`src/rtl/muldiv_seq.sv`:
```
// Iterative RV32M multiply/divide sequencer: one shared 64-bit shift register, shift-add multiply, restoring divide.
// Optional MULDIV_FAST_MUL_EN: multiplies computed in one step with a single hardware multiplier.
module muldiv_seq #(
    parameter int unsigned XLEN  = 32,
    parameter int unsigned CNT_W = 6
) (
    input  logic            clk,
    input  logic            reset_n,
    input  logic            start,
    input  logic [2:0]      func3,
    input  logic [XLEN-1:0] op_a,
    input  logic [XLEN-1:0] op_b,
    input  logic            flush,
    output logic            busy,
    output logic            stall,
    output logic            done,
    output logic [XLEN-1:0] result
);
    localparam int unsigned AW = 2 * XLEN;
    localparam logic [XLEN-1:0] XMIN = {1'b1, {(XLEN-1){1'b0}}};

    typedef enum logic [1:0] {S_IDLE, S_CALC, S_FIX, S_DONE} state_e;

    state_e            state_q, state_d;
    logic [CNT_W-1:0]  cnt_q, cnt_d;
    logic [2:0]        func3_q, func3_d;
    logic [AW-1:0]     acc_q, acc_d;
    logic [XLEN-1:0]   opnd_q, opnd_d;
    logic              neg_q, neg_d;
    logic              busy_q, busy_d;
    logic              done_q, done_d;
    logic [XLEN-1:0]   result_q, result_d;

    // Operand decode for the request presented in IDLE
    logic            is_div, a_signed, b_signed, a_neg, b_neg, req_neg;
    logic            div_zero, div_ovf;
    logic [XLEN-1:0] a_mag, b_mag, special_res;

    always_comb begin
        is_div   = func3[2];
        a_signed = (func3 == 3'b001) || (func3 == 3'b010) || (func3 == 3'b100) || (func3 == 3'b110);
        b_signed = (func3 == 3'b001) || (func3 == 3'b100) || (func3 == 3'b110);
        a_neg    = a_signed & op_a[XLEN-1];
        b_neg    = b_signed & op_b[XLEN-1];
        a_mag    = a_neg ? (XLEN'(0) - op_a) : op_a;
        b_mag    = b_neg ? (XLEN'(0) - op_b) : op_b;
        // remainder takes the dividend's sign; quotient and products take sign(a)^sign(b)
        req_neg  = (is_div && func3[1]) ? a_neg : (a_neg ^ b_neg);
        div_zero = is_div && (op_b == '0);
        div_ovf  = is_div && !func3[0] && (op_a == XMIN) && (op_b == '1);
        if (div_zero) special_res = func3[1] ? op_a : '1;
        else          special_res = func3[1] ? '0 : XMIN;
    end

    // One iteration of each algorithm on the shared accumulator
    logic [XLEN-1:0] addend, sub_lo;
    logic [XLEN:0]   mul_sum, rem_sh;
    logic            rem_ge;
    logic [AW-1:0]   mul_step, div_step;

    always_comb begin
        addend   = acc_q[0] ? opnd_q : '0;
        mul_sum  = {1'b0, acc_q[AW-1:XLEN]} + {1'b0, addend};
        mul_step = {mul_sum, acc_q[XLEN-1:1]};
        rem_sh   = acc_q[AW-1:XLEN-1];
        rem_ge   = rem_sh >= {1'b0, opnd_q};
        sub_lo   = rem_sh[XLEN-1:0] - opnd_q;
        div_step = rem_ge ? {sub_lo, acc_q[XLEN-2:0], 1'b1} : {acc_q[AW-2:0], 1'b0};
    end

    // Sign fix-up and word select
    logic [AW-1:0]   prod_fix;
    logic [XLEN-1:0] div_word, div_fix, fix_res;

    always_comb begin
        prod_fix = neg_q ? (AW'(0) - acc_q) : acc_q;
        div_word = func3_q[1] ? acc_q[AW-1:XLEN] : acc_q[XLEN-1:0];
        div_fix  = neg_q ? (XLEN'(0) - div_word) : div_word;
        if (func3_q[2])               fix_res = div_fix;
        else if (func3_q[1:0] == 2'b00) fix_res = prod_fix[XLEN-1:0];
        else                          fix_res = prod_fix[AW-1:XLEN];
    end

    always_comb begin
        state_d  = state_q;
        cnt_d    = cnt_q;
        func3_d  = func3_q;
        acc_d    = acc_q;
        opnd_d   = opnd_q;
        neg_d    = neg_q;
        result_d = result_q;
        unique case (state_q)
            S_IDLE: begin
                if (start) begin
                    func3_d = func3;
                    neg_d   = req_neg;
                    opnd_d  = b_mag;
                    cnt_d   = CNT_W'(XLEN);
                    if (div_zero || div_ovf) begin
                        result_d = special_res;
                        state_d  = S_DONE;
                    end else begin
                        acc_d   = {XLEN'(0), a_mag};
                        state_d = S_CALC;
`ifdef MULDIV_FAST_MUL_EN
                        if (!is_div) begin
                            acc_d   = AW'(a_mag) * AW'(b_mag);
                            state_d = S_FIX;
                        end
`endif
                    end
                end
            end
            S_CALC: begin
                acc_d = func3_q[2] ? div_step : mul_step;
                cnt_d = cnt_q - CNT_W'(1);
                if (cnt_q == CNT_W'(1)) state_d = S_FIX;
            end
            S_FIX: begin
                result_d = fix_res;
                state_d  = S_DONE;
            end
            S_DONE:  state_d = S_IDLE;
            default: state_d = S_IDLE;
        endcase
        // abort wins over everything and leaves the last result intact
        if (flush) begin
            state_d  = S_IDLE;
            result_d = result_q;
        end
        busy_d = (state_d == S_CALC) || (state_d == S_FIX);
        done_d = (state_d == S_DONE);
    end

    always_ff @(posedge clk or negedge reset_n) begin
        if (!reset_n) begin
            state_q  <= S_IDLE;
            cnt_q    <= '0;
            func3_q  <= '0;
            acc_q    <= '0;
            opnd_q   <= '0;
            neg_q    <= 1'b0;
            busy_q   <= 1'b0;
            done_q   <= 1'b0;
            result_q <= '0;
        end else begin
            state_q  <= state_d;
            cnt_q    <= cnt_d;
            func3_q  <= func3_d;
            acc_q    <= acc_d;
            opnd_q   <= opnd_d;
            neg_q    <= neg_d;
            busy_q   <= busy_d;
            done_q   <= done_d;
            result_q <= result_d;
        end
    end

    assign busy   = busy_q;
    assign done   = done_q;
    assign result = result_q;
    assign stall  = busy_q | (start & (state_q == S_IDLE));

endmodule
```
`config.mk`:
```
export PLATFORM = sky130hd
export DESIGN_NAME = muldiv_seq
export DESIGN_NICKNAME = d
export VERILOG_FILES = /design/src/rtl/muldiv_seq.sv
export SDC_FILE = /design/constraint.sdc
export NUM_CORES = 1
export LEC_CHECK = 0
export BUFFER_PORTS_ARGS = -buffer_cell sky130_fd_sc_hd__buf_4
export CAP_MARGIN = 15
export CELL_PAD_IN_SITES_DETAIL_PLACEMENT = 1
export CELL_PAD_IN_SITES_GLOBAL_PLACEMENT = 1
export CORE_MARGIN = 2
export CORE_UTILIZATION = 27
export DETAILED_ROUTE_END_ITERATION = 16
export PLACE_DENSITY_LB_ADDON = 0.05
export SLEW_MARGIN = 40
export SYNTH_ARGS = -nofsm -noshare
export SYNTH_HDL_FRONTEND = slang
export SYNTH_SLANG_ARGS = --single-unit
```
`constraint.sdc`:
```
create_clock -name clk -period 5.7 [get_ports clk]
set_clock_uncertainty 0.1 [all_clocks]
set_input_delay 0.285 -clock clk [delete_from_list [all_inputs] [get_ports clk]]
set_output_delay 0.285 -clock clk [all_outputs]
set_load 0.01 [all_outputs]
```
==> Word level (Yosys, flattened, before mapping) <==
Index checks and enable logic that the tools add are counted.
{ "totals": {"register_bits": 142, "inputBits": 71, "word_cells": 88} }
{ "op_classes": {"n_addsub": 7, "n_lt_le_gt_ge": 1, "eq_ne": 16, "muxes": 27, "n_bitwise": 6, "n_reduce_logical": 22} }
{ "op_table": {"columns": ["operator", "count"], "rows": [
  ["$mux W32", 12],
  ["$mux W64", 5],
  ["$pmux W64 S2", 1],
  ["$sub A1 B32 Y32 const A", 3],
  ["$eq A32 B32 Y1 const B", 2],
  ["$pmux W32 S2", 1],
  ["$sub A1 B64 Y64 const A", 1],
  ["$add A32 B32 Y33", 1],
  ["$ge A33 B32 Y1", 1],
  ["$logic_not A32 Y1", 1],
  ["$sub A32 B32 Y32", 1],
  ["$pmux W6 S2", 1],
  ["$eq A2 B2 Y1 const B", 4],
  ["$mux W2", 4],
  ["$pmux W2 S4", 1],
  ["$logic_or A1 B1 Y1", 7],
  ["$eq A3 B3 Y1 const B", 2],
  ["$eq A6 B1 Y1 const B", 1],
  ["$mux W6", 1],
  ["$ne A2 B2 Y1 const B", 3],
  ["$sub A6 B1 Y6 const B", 1],
  ["$logic_and A1 B1 Y1", 5],
  ["$eq A2 B1 Y1 const B", 2],
  ["$logic_not A2 Y1", 2],
  ["12 further kinds", 16]
]} }

==> Depth between registers and ports, before layout <==
Gate-level depths: netlist of the first run.
{ "depth": {"ltp_word": 11, "depth_mapped": 17, "mapped_depth_nobuf": 14} }

==> Worst setup path after synthesis of the first run <==
Ideal clock, no wire load.
{ "synth_path": {"kind": "flip-flop to flip-flop", "startpoint": "register func3_q[1]", "endpoint": "register result_q[28], in the netlist result[28]", "t_arrival_ns": 4.489, "required_time_ns": 5.464, "slack_ns": 0.975, "stages_incl_launch_ff": 18, "cell_sequence": "dfrtp_1 buf_6 buf_2 buf_2 buf_2 buf_1 buf_1 mux2i_1 ha_1 o211ai_1 or4b_4 or4b_4 nand3b_1 or3_1 o21ai_0 xor2_1 a21oi_1 o211ai_1"} }
{ "synth_via": {"elab_chain_cells": 5} }
{ "synth_rtl": {"columns": ["item", "line", "text"], "rows": [
  ["start: declaration", "26", "logic [2:0] func3_q, func3_d;"],
  ["start signal: assignment", "149", "func3_q <= func3_d;"],
  ["$mux W32", "77", "div_word = func3_q[1] ? acc_q[AW-1:XLEN] : acc_q[XLEN-1:0];"],
  ["$sub A1 B32 Y32", "78", "div_fix = neg_q ? (XLEN'(0) - div_word) : div_word;"],
  ["$mux W32", "78", null],
  ["$mux W32 *", "79", "if (func3_q[2]) fix_res = div_fix;"],
  ["$pmux W32 S2 *", "92", "unique case (state_q)"],
  ["end signal: assignment", "155", "result_q <= result_d;"],
  ["end: declaration", "32", "logic [XLEN-1:0] result_q, result_d;"]
]} }
Every way passes the cells marked *; elsewhere a longest branch is shown, timed or not.
A chain may end at the register's enable or synchronous reset.

==> Worst setup path after layout of the first run <==
{ "layout_path": {"startpoint": "register func3_q[1]", "endpoint": "register result_q[27], in the netlist result[27]"} }
The elaborated chain is that of the path after synthesis.

==> results.py, run 1 <==
metrics = {
    "timing": {
        "fmax_ghz": 0.231,
        "period_needed_ps": 4340,
        "period_share": 0.761,
        "setup_violations": 0,
        "finalMaxSlewViolations": 0,
        "slew_headroom": 0.414,
        "worst_pin_slew_ps": 879,
        "fin_tns_setup_ps": 0,
        "finalHoldViolCount": 0,
        "rsz0062_at_grt": "no",
    },
    "synth": {
        "ys.flop_type": "dfrtp_1",
        "synth_xor_area_frac": 0.119,
        "synth_nets": 2154,
        "synth_compound_area_frac": 0.260,
        "ys_ff_latch": 142,
        "seq_area_frac_synth": 0.234,
        "syn_avg_cell_area_um2": 7.55,
        "synth_cells": 2009,
        "synthMuxAreaShare": 0.0497,
        "synth_top_family_by_area": "compound AO/OA/AOI/OAI gates",
        "synth_area_mm2": 0.0152,
        "synth_simple_gate_area_frac": 0.215,
        "synth-async-reset-ratio": 1.00,
        "synth-warning-count": 0,
        "ys_types": 80,
        "synth_adder_area_share": 0.0620,
        "synth-edff-count": 0,
    },
    "clock_tree": {
        "cts_tree": "done",
        "cts.sink_count": 142,
        "ctsRootBufferMaster": "clkbuf_16",
        "clk_latency_ps": 500,
        "cts_buffers": 17,
        "cts_buffer_depth": 2,
        "clk_pin_slew_worst_paths_ps": 70,
        "htree_num_levels": 4,
        "cts-resized-gates": 0,
    },
    "route": {
        "vias": 15100,
        "drtPass1Iterations": 5,
        "ant_nets": 0,
        "drc": 0,
        "via_per_inst": 5.40,
        "finalWirelength_um": 66800,
        "drtIter0Drc": 821,
        "routedWlPerCell_um": 24.0,
    },
    "placed_design": {
        "hpwl_um": 51400,
        "placed_cell_area_mm2": 0.0166,
        "globalplace.congestion": 0.875,
        "io_buffers": 105,
    },
    "worst_setup_path": {
        "critPathArrivalTime_ps": 4580,
        "cpPeakStageDelay_ps": 860,
        "startpoint_type": "flip-flop",
        "crit_type": "flip-flop to flip-flop",
        "path_buf_inv": 0,
        "critPathMaxFanout": 34,
        "crit_top_cell": "or4_4",
        "required_ps": 5950,
        "r2r_slack_ps": 1360,
        "cp_slowest_cell": "dfrtp_2",
        "endpoint_kind": "flip-flop",
        "crit_chain": "nor4b_1, o22ai_1, or4_4, or3_4, or4_4, nand3_1, a21oi_1, a2111oi_1, o21ai_0",
        "critPathTopFamily": "simple AND/OR/NAND/NOR gates",
    },
    "power_and_ir_drop": {
        "power_leakage_nw": 7.22,
        "power_w": 0.00800,
        "pwr-share-clk": 0.142,
        "seq_power_share": 0.270,
        "p_comb_frac": 0.588,
        "p_per_area_mw_per_mm2": 464,
        "power.internal_w": 0.00379,
        "switching_power_w": 0.00420,
        "ir_worst_vdd_v": 0.000304,
        "switching_share": 0.526,
    },
    "die": {
        "dieArea_mm2": 0.0581,
        "die_y_um": 241,
        "die_x_um": 241,
        "start_util": 0.274,
        "rows": 86,
        "core-area_mm2": 0.0553,
        "io-pin-count": 106,
    },
    "finish": {
        "utilization": 0.312,
        "final_cell_mix": "213 x nor2_1, 213 x a21oi_1, 178 x nand2_1",
        "drive_above_1_share": 0.118,
        "nNetsFinal": 2169,
        "synthToLayoutAreaGrowth_pct": 13.7,
        "stdcell_area_mm2": 0.0172,
    },
    "global_route": {
        "track_usage": 0.232,
        "grt_max_degree": 103,
        "antenna_found_initial": 0,
        "grt_pass1_wl_um": 101000,
        "grt_overflow": 0,
        "grt_pass1_vias": 15600,
    },
    "flow_run": {
        "max_cap_violations": 0,
    },
    "status": {
        "status": "complete, no violations",
    },
    "min_path": {
        "hold_class": "input pin to flip-flop",
    },
}
## timing repair
action | 4_1_cts | 5_1_grt
hold endpoints to repair | 82 | 0
buffers inserted | 0 | 0
endpoints found under the setup margin | 0 | 0
hold buffers | 12 | 0
## cells by family (layout without fill, tap and decap cells)
logic type,after synthesis,count (layout)
XOR/XNOR,206,206
other,0,2
flip-flops,142,142
multiplexers,74,74
buffers and inverters,217,245
AND/OR/NAND/NOR,664,664
adder cells (fa/ha/maj),74,74
AO/OA/AOI/OAI,632,632
## metrics by stage
| stage | hold WS (ps) | instances | setup slack [ps] |
|---|---|---|---|
| 2_1_floorplan | -111 | 2009 | 975 |
| 3_3_place_gp | 302 | 2741 | 1220 |
| 3_5_place_dp | 304 | 2741 | 1310 |
| 4_1_cts | 7.14 | 2785 | 1280 |
| 5_1_grt | 39.6 | 2785 | 1130 |
| 6_report | 35.9 | 2787 | 1360 |
## Yosys cell counts (all sizes together) (5+ instances only)
cell	instances	area [um^2]
or2	11	68.8
o41ai	19	200
nand2	179	674
or4	19	169
o21bai	7	52.6
o22ai	7	43.8
a21oi	214	1070
a22oi	18	135
mux2i	64	641
nor3b	13	97.6
a211oi	38	285
a221o	6	60.1
nand2b	26	163
nand4	23	150
or3	28	185
o211ai	25	193
o21a	6	45.0
clkbuf	114	430
o21ai	168	845
nor2	218	818
nand3b	5	37.5
and2	7	43.8
a21o	36	270
nor3	47	260
buf	40	235
xnor2	105	920
mux2	10	113
ha	72	901
a31oi	11	68.8
dfrtp	142	3550
and3	6	37.5
nand3	35	175
nor4	20	176
o221ai	6	52.6
xor2	101	885
o31ai	35	268
a221oi	11	121
nor2b	17	106
inv	63	236
## worst reg2reg max path: stages (launching register included)
cell and delay, ps:
dfrtp_2 860, nor4b_1 450, o22ai_1 240, or4_4 570, or3_4 380, or4_4 580
nand3_1 110, a21oi_1 70, a2111oi_1 670, o21ai_0 140
## power groups by stage
stage	Clock [W]	Combinational (W)	Sequential, W
floorplan	0	0.00361	0.00160
CTS	0.00117	0.00471	0.00216
global placement	0	0.00465	0.00217
detailed placement	0	0.00468	0.00218
finish	0.00113	0.00470	0.00216
global route	0.00120	0.00522	0.00222
## per-layer routing
layer / vias to the layer above / track usage / part of all wire
met4: 0 / 0.0819 / 0.029
met2: 222 / 0.397 / 0.49
met1: 7524 / 0.300 / 0.46
met5: - / 0 / 0
li1: 7242 / - / -
met3: 75 / 0.0287 / 0.023
## final timing paths
path | start | endpoint | depth (start not counted)
min | op_b[23] | opnd_q[23] | 3
max | func3_q[1] | result[27] | 9
max reg2reg | func3_q[1] | result[27] | 9
min in group asynchronous | reset_n | acc_q[9] | 2
min reg2reg | result[27] | result[27] | 2
max in group asynchronous | reset_n | func3_q[2] | 3
## flip-flops by register name, summed over array words and instances, names as in the netlist
register	flops
acc_q	64
opnd_q	32
result	32
cnt_q	6
func3_q	3
state_q	2
busy	1
done	1
neg_q	1
## final cells by class
class                           count  area (um^2)
Clock inverter                     13          118
Sequential cell                   142         3560
Antenna cell                        2         5.00
Inverter                           63          236
Multi-Input combinational cell   1650        10800
Fill cell                        6732        38100
Timing Repair Buffer              150         1190
Clock buffer                       19          433
Tap cell                          748          936
Power figures use the tool's default switching activity.
==> run 2: changes to the inputs <==
- ABC_AREA: default -> 1
- clock period: 5.7 -> 3.6 ns (I/O delays scaled with it)
==> run 2 against run 1 <==
  * Design area increased by 19%
  * Hold slack got worse by 11 ps
  * Critical path type unchanged
  * Global-route usage increased by 6.9 points
  * Register-to-register slack got worse by 1200 ps
  * First-iteration DRC count increased by 110%
  * Non-clock buffer count increased by 109
==> results.py, run 2 <==
metrics = {
    "synth": {
        "ys_ff_latch": 142,
        "netlist.area_leader.share": 0.206,
        "synth.most_common_cell": "nand2_1",
        "syn_avg_cell_area_um2": 5.66,
        "synth-warning-count": 0,
        "ys.flop_type": "dfrtp_1",
        "synth_cells": 3053,
        "ys_types": 46,
        "seq_area_frac_synth": 0.206,
        "synth_largest_area_cell": "dfrtp_1",
        "synth_area_mm2": 0.0173,
        "yosys-top-cells-area": "dfrtp_1 21%, nand2_1 19%, nor2_1 8.5%",
        "synth-async-reset-ratio": 1.00,
        "synthTopCellsByCount": "859 x nand2_1, 391 x nor2_1, 346 x inv_1",
        "synth-edff-count": 0,
        "synth_nets": 3198,
    },
    "finish": {
        "fillCellCount": 8401,
        "largest_reg_flops": 64,
        "antenna_cells": 0,
        "synthToLayoutAreaGrowth_pct": 19.2,
        "final_common_cell": "nand2_1",
        "final_cell_mix": "858 x nand2_1, 389 x nor2_1, 346 x inv_1",
        "nNetsFinal": 3368,
        "regMostFlops": "acc_q",
        "drive_above_1_share": 0.102,
    },
    "worst_setup_path": {
        "critPathArrivalTime_ps": 3750,
        "crit_top_cell": "nand2_1",
        "cp_slowest_cell": "dfrtp_1",
        "cpPeakStageDelay_ps": 490,
        "path_buf_inv": 4,
        "crit_type": "flip-flop to flip-flop",
        "startpoint_type": "flip-flop",
        "endpoint_kind": "flip-flop",
        "crit_chain": "buf_12, nand2_1, inv_1, ha_1, nand2_1, nor2_1, inv_1, nor2_1, nand4_1, nand3_1, a21oi_1, o21ai_0, buf_4, nand4_1, nand2_1",
        "required_ps": 3940,
        "critPathTopFamily": "simple AND/OR/NAND/NOR gates",
        "critPathMaxFanout": 28,
    },
    "timing": {
        "period_needed_ps": 3410,
        "fin_tns_setup_ps": 0,
        "fmax_ghz": 0.293,
        "finalMaxSlewViolations": 0,
        "setup_violations": 0,
        "period_share": 0.948,
        "finalHoldViolCount": 0,
        "hold-worst-slack_ps": 25.1,
        "rsz0062_at_grt": "no",
        "slew_headroom": 0.451,
        "worst_pin_slew_ps": 823,
    },
    "die": {
        "dieArea_mm2": 0.0660,
        "die_y_um": 257,
        "core-area_mm2": 0.0632,
        "io-pin-count": 106,
        "die_x_um": 257,
        "start_util": 0.273,
        "rows": 92,
    },
    "global_route": {
        "track_usage": 0.302,
        "grt_overflow": 0,
        "antenna_found_initial": 2,
        "grt_max_degree": 68,
        "grt_pass1_wl_um": 148000,
        "grt_pass1_vias": 21800,
    },
    "power_and_ir_drop": {
        "p_per_area_mw_per_mm2": 813,
        "ir_worst_vdd_v": 0.000376,
        "power_leakage_nw": 9.96,
        "power_w": 0.0167,
    },
    "flow_run": {
        "max_cap_violations": 0,
    },
    "clock_tree": {
        "cts_buffer_depth": 2,
        "cts_buffers": 17,
        "cts.sink_count": 142,
        "cts_tree": "done",
        "clk_latency_ps": 500,
        "ctsRootBufferMaster": "clkbuf_16",
        "clk_pin_slew_worst_paths_ps": 70,
        "htree_num_levels": 4,
    },
    "route": {
        "drtIter0Drc": 1701,
        "routedWlPerCell_um": 24.5,
        "ant_nets": 0,
        "via_per_inst": 5.37,
        "finalWirelength_um": 100000,
        "drc": 0,
        "drtPass1Iterations": 6,
        "vias": 21900,
    },
    "placed_design": {
        "globalplace.congestion": 1.01,
        "hpwl_um": 81600,
        "io_buffers": 105,
    },
    "min_path": {
        "hold_class": "input pin to flip-flop",
    },
    "status": {
        "status": "complete, no violations",
    },
}
==> run 2: cell types whose count changed after synthesis, moves of 83 or more <==
cell	change
o21ai_0	+127
nand2_1	+681
nand3_1	+202
xnor2_1	-83
nor2_1	+173
inv_1	+283
==> run 2: worst register-to-register path, delay by kind of cell, from the launching register on <==
kind                       cells  cell delay [ps]
and+or+nand+nor                8             1540
AOI/OAI and AO/OA              2              240
DFF                            1              490
buffers and inverters          4              570
adders and majority gates      1              420
==> run 2: what timing repair did <==
action,CTS,global route
buffers inserted,0,3
resized for setup,0,1
setup endpoints to repair,0,4
hold endpoints to repair,103,0
hold buffers,41,0
==> run 2: metal layers <==
layer  share of wire  wire (um)  track usage  up-vias
li1                -          -            -    10400
met1            0.50      49800        0.446    10900
met2            0.43      43300        0.463      549
met3           0.054       5430       0.0444       75
met4           0.015       1540       0.0567        2
met5         0.00013         13            0        -
==> run 2: cell type report <==
class	instances	area, um^2	area share
repair buffers	259	2140	0.104
clock buffers	17	425	0.0207
inverters	358	1350	0.0654
clock inverters	14	153	0.00741
flip-flops and latches	142	3560	0.173
multi-input cells	2445	11900	0.578
well taps	846	1060	0.0514
==> run 2: cells by family after synthesis <==
| logic type | synth area share |
|---|---|
| buffers and inverters | 0.106 |
| flip-flops | 0.206 |
| AND/OR/NAND/NOR | 0.408 |
| AO/OA/AOI/OAI | 0.201 |
| adder cells (fa/ha/maj) | 0.0545 |
| XOR/XNOR | 0.0259 |
==> run 2: power breakdown <==
group	switching [W]	total [W]	leakage (nW)	internal, W
registers	0.000721	0.00284	1.75	0.00212
logic	0.00835	0.0120	7.93	0.00362
clock network	0.000961	0.00194	0.282	0.000976
total	0.0100	0.0167	9.96	0.00671
==> run 2: path summary, 6_finish.rpt <==
check / to / slack (ps) / startpoint / cells past startpoint
max in group asynchronous: opnd_q[25] / 2280 / reset_n / 3
worst max-delay path: acc_q[50] / 190 / acc_q[0] / 15
min in group asynchronous: opnd_q[13] / 160 / reset_n / 2
worst max register to register: acc_q[50] / 190 / acc_q[0] / 15
worst min register to register: result[19] / 390 / result[19] / 2
worst min-delay path: acc_q[10] / 30 / op_a[10] / 4
==> run 2: through the flow <==
stage / worst slack, ps / cell area (um^2) / cells / utilization
detailed placement: 139 / 19600 / 4006 / 0.310
global placement: 149 / 19600 / 4006 / 0.310
global route: 24.5 / 20600 / 4081 / 0.326
floorplan: 983 / 17300 / 3053 / -
finish: 186 / 20600 / 4081 / 0.326
CTS: 145 / 20600 / 4078 / 0.325
